[src/rtl/addsub_seq_ctrl.sv]
// Wide add/subtract built from one shared 4-bit add/sub slice, one nibble per cycle, LSB first.
// Define OVF_EN to add the signed-overflow flag; otherwise ovf is tied low.
module addsub_seq_ctrl #(
  parameter int NIBBLES = 4
) (
  input  logic                 clk,
  input  logic                 rst,
  input  logic                 in_valid,
  output logic                 in_ready,
  input  logic [4*NIBBLES-1:0] a,
  input  logic [4*NIBBLES-1:0] b,
  input  logic                 mode,
  output logic                 out_valid,
  input  logic                 out_ready,
  output logic [4*NIBBLES-1:0] result,
  output logic                 carry_out,
  output logic                 busy,
  output logic                 ovf
);

  localparam int W     = 4 * NIBBLES;
  localparam int IDX_W = (NIBBLES > 1) ? $clog2(NIBBLES) : 1;

  typedef enum logic [1:0] {
    S_IDLE = 2'd0,
    S_RUN  = 2'd1,
    S_DONE = 2'd2
  } state_t;

  state_t           r_state;
  state_t           w_next;
  logic [W-1:0]     r_a;
  logic [W-1:0]     r_b;
  logic             r_mode;
  logic [IDX_W-1:0] r_idx;
  logic             r_carry;
  logic             r_carry_out;
  logic [W-1:0]     r_result;
  logic [IDX_W+1:0] w_base;
  logic [4:0]       w_sum;
  logic             w_last;

  // Shared slice: a + (b ^ {4{m}}) + cin, returning {cout, sum}.
  function automatic logic [4:0] slice_addsub(input logic [3:0] sa, input logic [3:0] sb,
                                              input logic m, input logic cin);
    return {1'b0, sa} + {1'b0, sb ^ {4{m}}} + {4'b0000, cin};
  endfunction

  assign w_base = {r_idx, 2'b00};
  assign w_sum  = slice_addsub(r_a[w_base +: 4], r_b[w_base +: 4], r_mode, r_carry);
  assign w_last = (r_idx == IDX_W'(NIBBLES - 1));

  // State register.
  always_ff @(posedge clk) begin
    if (rst) begin
      r_state <= S_IDLE;
    end else begin
      r_state <= w_next;
    end
  end

  // Next-state logic.
  always_comb begin
    w_next = r_state;
    case (r_state)
      S_IDLE: begin
        if (in_valid) begin
          w_next = S_RUN;
        end else begin
          w_next = S_IDLE;
        end
      end
      S_RUN: begin
        if (w_last) begin
          w_next = S_DONE;
        end else begin
          w_next = S_RUN;
        end
      end
      S_DONE: begin
        if (out_ready) begin
          w_next = S_IDLE;
        end else begin
          w_next = S_DONE;
        end
      end
      default: w_next = S_IDLE;
    endcase
  end

`ifdef OVF_EN
  logic r_ovf;
`endif

  // Operand capture and nibble-serial datapath.
  always_ff @(posedge clk) begin
    if (rst) begin
      r_a         <= '0;
      r_b         <= '0;
      r_mode      <= 1'b0;
      r_idx       <= '0;
      r_carry     <= 1'b0;
      r_carry_out <= 1'b0;
      r_result    <= '0;
`ifdef OVF_EN
      r_ovf       <= 1'b0;
`endif
    end else begin
      case (r_state)
        S_IDLE: begin
          if (in_valid) begin
            r_a         <= a;
            r_b         <= b;
            r_mode      <= mode;
            r_idx       <= '0;
            r_carry     <= mode;
            r_carry_out <= 1'b0;
            r_result    <= '0;
`ifdef OVF_EN
            r_ovf       <= 1'b0;
`endif
          end
        end
        S_RUN: begin
          r_result[w_base +: 4] <= w_sum[3:0];
          r_carry               <= w_sum[4];
          if (w_last) begin
            r_carry_out <= w_sum[4];
`ifdef OVF_EN
            // The top slice's sum bit is the result MSB, so overflow is ready with out_valid.
            r_ovf <= (r_a[W-1] == (r_b[W-1] ^ r_mode)) & (w_sum[3] != r_a[W-1]);
`endif
          end else begin
            r_idx <= r_idx + IDX_W'(1);
          end
        end
        default: ;
      endcase
    end
  end

  assign in_ready  = (r_state == S_IDLE);
  assign out_valid = (r_state == S_DONE);
  assign busy      = (r_state != S_IDLE);
  assign result    = r_result;
  assign carry_out = r_carry_out;
`ifdef OVF_EN
  assign ovf       = r_ovf;
`else
  assign ovf       = 1'b0;
`endif

endmodule

[config.mk]
export PLATFORM = sky130hd
export DESIGN_NAME = addsub_seq_ctrl
export DESIGN_NICKNAME = d
export VERILOG_FILES = /design/src/rtl/addsub_seq_ctrl.sv
export SDC_FILE = /design/constraint.sdc
export NUM_CORES = 1
export LEC_CHECK = 0
export CORE_MARGIN = 2
export CORE_UTILIZATION = 50
export DETAILED_ROUTE_END_ITERATION = 16
export PLACE_DENSITY = 0.8
export SLEW_MARGIN = 20
export SYNTH_ARGS = -nofsm -noshare
export SYNTH_HDL_FRONTEND = slang
export SYNTH_SLANG_ARGS = --single-unit
[constraint.sdc]
create_clock -name clk -period 3.56 [get_ports clk]
set_clock_uncertainty 0.2 [all_clocks]
set_input_delay 0.356 -clock clk [delete_from_list [all_inputs] [get_ports clk]]
set_output_delay 0.356 -clock clk [all_outputs]
set_load 0.03 [all_outputs]
Word-level counts from Yosys, hierarchy flattened
Index checks and enable logic that the tools add are counted.

cells by class
  add/subtract/negate cells = 4
  $mul = 0
  div/mod/pow operators = 0
  order comparisons = 0
  eq/ne operators = 6
  shifts and indexed selects = 4
  mux-type cells = 15
  bitwise operators = 1
  reductions and logical operators = 7

operators by type and width
  operator                count
  $pmux 16 s2             1
  $shiftx 16x5->4         2
  $bwmux 16               1
  $mux 16                 1
  $shift 4x6->16 const A  1
  $shiftx 4x6->16         1
  $mux 2                  4
  $ne 2x2->1 const B      3
  $neg 4->6               1
  $pmux 2 s3              1
  $reduce_and 3->1        2
  $add 4x4->5             1
  $add 5x1->5             1
  $eq 2x2->1 const B      2
  $mux 1                  4
  $pmux 1 s2              2
  $pmux 2 s2              1
  $reduce_and 2->1        2
  $reduce_bool 2->1       2
  $xor 4x4->4             1
  $add 2x1->2 const B     1
  $eq 2x1->1 const B      1
  $logic_not 2->1         1

word-level totals
  flip-flop bits (word level) = 55
  latch bits = 0
  bits in writable memories = 0
  ROM bits = 0
  input port bits = 37
  output and inout port bits = 21
  word-level logic and storage cells = 45
  memories = 0

Depth between registers and ports, before layout
  depth after elaboration = 7
  depth in mapped cells = 10
  depth with buffers taken out = 9

Worst setup path after synthesis
No wires, ideal clock.

  kind = register to register
  start point = register r_idx[0]
  end point = register r_carry
  library setup time = 0.131 ns
  arrival time = 2.346 ns
  required time = 3.229 ns
  slack = 0.883 ns
  stages on the path, launching flop included = 11
  path buffers = 1
  clock period less this slack = 2.677 ns
  cell sequence = dfxtp_1 buf_6 mux4_2 xnor2_1 fa_1 inv_1 fa_1 a21oi_1 nor2b_1 o21ai_0 a31oi_1

on the way
  cells in the longest elaborated chain, start to end = 5
  elaborated cells on any way between the ends = 6
  those cells by class = add/sub: 2; shift: 2; mux: 1; bitwise: 1

ends and longest elaborated chain
  what                    line  source
  from (decl)             35    logic [IDX_W-1:0] r_idx;
  from (signal assigned)  134   r_idx <= r_idx + IDX_W'(1);
  $shiftx 16x5->4         50    assign w_sum = slice_addsub(r_a[w_base +: 4], r_b[w_base +: 4], r_mode, r_carry);
  $xor 4x4->4             46    return {1'b0, sa} + {1'b0, sb ^ {4{m}}} + {4'b0000, cin};
  $add 4x4->5 (*)         46
  $add 5x1->5 (*)         46
  $pmux 1 s2 (*)          109   case (r_state)
  to (signal assigned)    116   r_carry <= mode;
  to (signal assigned)    126   r_carry <= w_sum[4];
  to (decl)               36    logic r_carry;

Mark *: on every way between the ends. The rest lies on a longest branch, timed or not.
A chain may end at the register's enable or synchronous reset.

Final worst setup path
Same ends and word-level chain as after synthesis.

==> reports/results.txt <==
Post-CTS Resized - 0
Fin crit period - 2940 ps
Seq/Total Area, Yosys - 43.3%
Via-per-instance ratio - 5.16
Peak VDD IR - 243 µV
Fin worst setup slack - 615 ps
CTS tree - built
Final Setup Violations - 0
Rel. slew slack - 36.6%
Cells after Synth - 279
Leakage - 1.26 nW
Wire per inst - 13.2 µm
Die Ht - 75.3 µm
Final Max Slew Viols - 0
WL final - 5230 µm
Power Total - 1.32 mW
Clock slew at reported path FFs - 100 ps
Cells after DPL - 387
H-Tree Depth - 2
Max Buffers Root-to-Sink - 2
Hold_ws - 255 ps
Largest net degree at the start of global routing - 57
Worst Path Buf+Inv - 3
Synthesized net count - 325
Syn-to-layout area delta - 25.9%
Ys async rst share - 0%
DRC violations left - 0
Vias - 2038
Syn. warnings - 0
Area contributors post-synth - dfxtp_1 (43%), nand2_1 (10%), a21oi_1 (7.1%)
Critical path capture point type - flop
Commonest non-fill, non-tap cell in the layout - nand2_1
CTS buffer count - 5
Port bufs - 56
CORE AREA - 4820 µm²
Peak Freq - 340 MHz
Total congestion overflow - 0
Area share of the largest cell type after synthesis - 43.3%
CP max stage delay - 550 ps
Routability cong. - 0.891
Run status - complete, no violations
Synth cell types - 36
Commonest cells after routing, fill and taps aside - nand2_1 (70), dfxtp_1 (55), clkdlybuf4s50_1 (55)
Antenna violations before repair - 0
Data arrival time of the critical path - 2900 ps
Final Hold Violating Endpoints - 0
1st-iter DRT viols - 94
Initial core utilization - 52.8%
Post-synth top area cell - dfxtp_1
Post-CTS Hold Fix Bufs - 0
Tightest Pin Transition - 951 ps
Post-DP HPWL - 3760 µm
Die width - 75.3 µm
Rows - 25
PD cells - 413 nW/µm²
Fill count - 432
Vias in the first global route - 1936
Number of I/O pins - 58
Synth Area per Inst - 9.12 µm²
Startpoint type of the worst setup path - flop
Cell type of the slowest stage on the worst timing path - mux4_1
Fin crit share - 82.7%
Setup tns final - 0 ps
Post-CTS setup buffers - 0
Root Buffer - clkbuf_8
Max Cap Viol - 0
Synth Register Bits - 55
Total GRT Usage - 20.0%
WP data required - 3520 ps
First-pass GRT wire length - 8580 µm
Setup Slack @ Placement - 620 ps
Clock Latency Late Sink - 310 ps
Hold Crit Class - reg2reg
Drt first pass iters - 4
Cell Count, Final, Fillers Out - 395
Clock net sink count - 55
RSZ-0062 raised after global routing - false
Ant diodes - 0
Post-synth EDFFs - 0
ANT nets after route - 0
Post-Syn Area - 2540 µm²
Die Area - 5670 µm²
Crit-path cells - buf_4, mux4_1, inv_1, fa_1, inv_1, fa_1, a21oi_1, nor2b_1, o21ai_0, a31oi_1
Post-synth top flop - dfxtp_1
Crit Path Max Fanout - 7
WS Path Type - reg2reg
Layout cells sized above 1 - 7.01%
Nets - 373
Delay-heaviest family, CP - adder cells
Yosys cell counts (all sizes together), types with 4 or more instances:
cell type / n
a21o: 4
clkbuf: 6
nor2: 25
nand2b: 4
dfxtp: 55
inv: 8
a21oi: 36
nand2: 71
mux4: 8
a22oi: 18
ha: 7
xor2: 5
buf: 13
worst paths after layout:
kind	start	endpoint	slack (ps)	depth (start not counted)
min	r_b[14]	r_b[14]	260	2
max	r_idx[0]	r_carry	620	10
max reg2reg	r_idx[0]	r_carry	620	10
min reg2reg	r_b[14]	r_b[14]	260	2
stage by stage:
stage	instance area (µm²)	utilization [%]
2_1_floorplan	2540	-
3_3_place_gp	3080	64.0
3_5_place_dp	3080	64.0
4_1_cts	3200	66.5
5_1_grt	3200	66.5
6_report	3200	66.5
cells by family after synthesis:
family                     Yosys count  synth area share, %
other                                1                0.147
muxes                                8                 7.97
AOI/OAI and AO/OA                   62                 14.6
xor gates and xnor gates             6                 2.07
and+or+nand+nor                    111                 20.7
DFF                                 55                 43.3
buffers and inverters               27                 6.25
adders and majority gates            9                 5.02
worst min-delay path, delay by kind of cell, from the launching register on:
| family | cells | cell delay (ps) |
|---|---|---|
| flip-flops | 1 | 320 |
| AO/OA/AOI/OAI | 1 | 50 |
| AND/OR/NAND/NOR | 1 | 50 |
power by group:
part	total, mW	internal [mW]	switching (mW)	leakage [nW]
sequential	0.667	0.644	0.0229	0.449
combinational	0.231	0.108	0.122	0.750
clock	0.425	0.228	0.198	0.0612
total	1.32	0.980	0.343	1.26
area by class of cell:
cell class | count | area (µm²) | area share (%)
flip-flops and latches | 55 | 1100 | 34.4
clock inverters | 2 | 35.0 | 1.09
inverters | 8 | 30.0 | 0.938
repair buffers | 60 | 586 | 18.3
well taps | 67 | 83.8 | 2.62
multi-input cells | 197 | 1280 | 40.1
clock buffers | 6 | 82.6 | 2.58
flip-flops by register name, summed over array words and instances (netlist names):
signal     cells
carry_out      1
r_a           16
r_b           16
r_carry        1
r_idx          2
r_mode         1
r_state        2
result        16
routing by layer:
layer	global-route usage, %	vias up	part of all wire, %
met5	0	-	0
met4	6.43	0	1.3
met3	5.29	9	4.3
met2	34.2	58	50
met1	24.6	934	45
li1	-	1037	-
No activity file was read; power rests on OpenSTA's default activity.
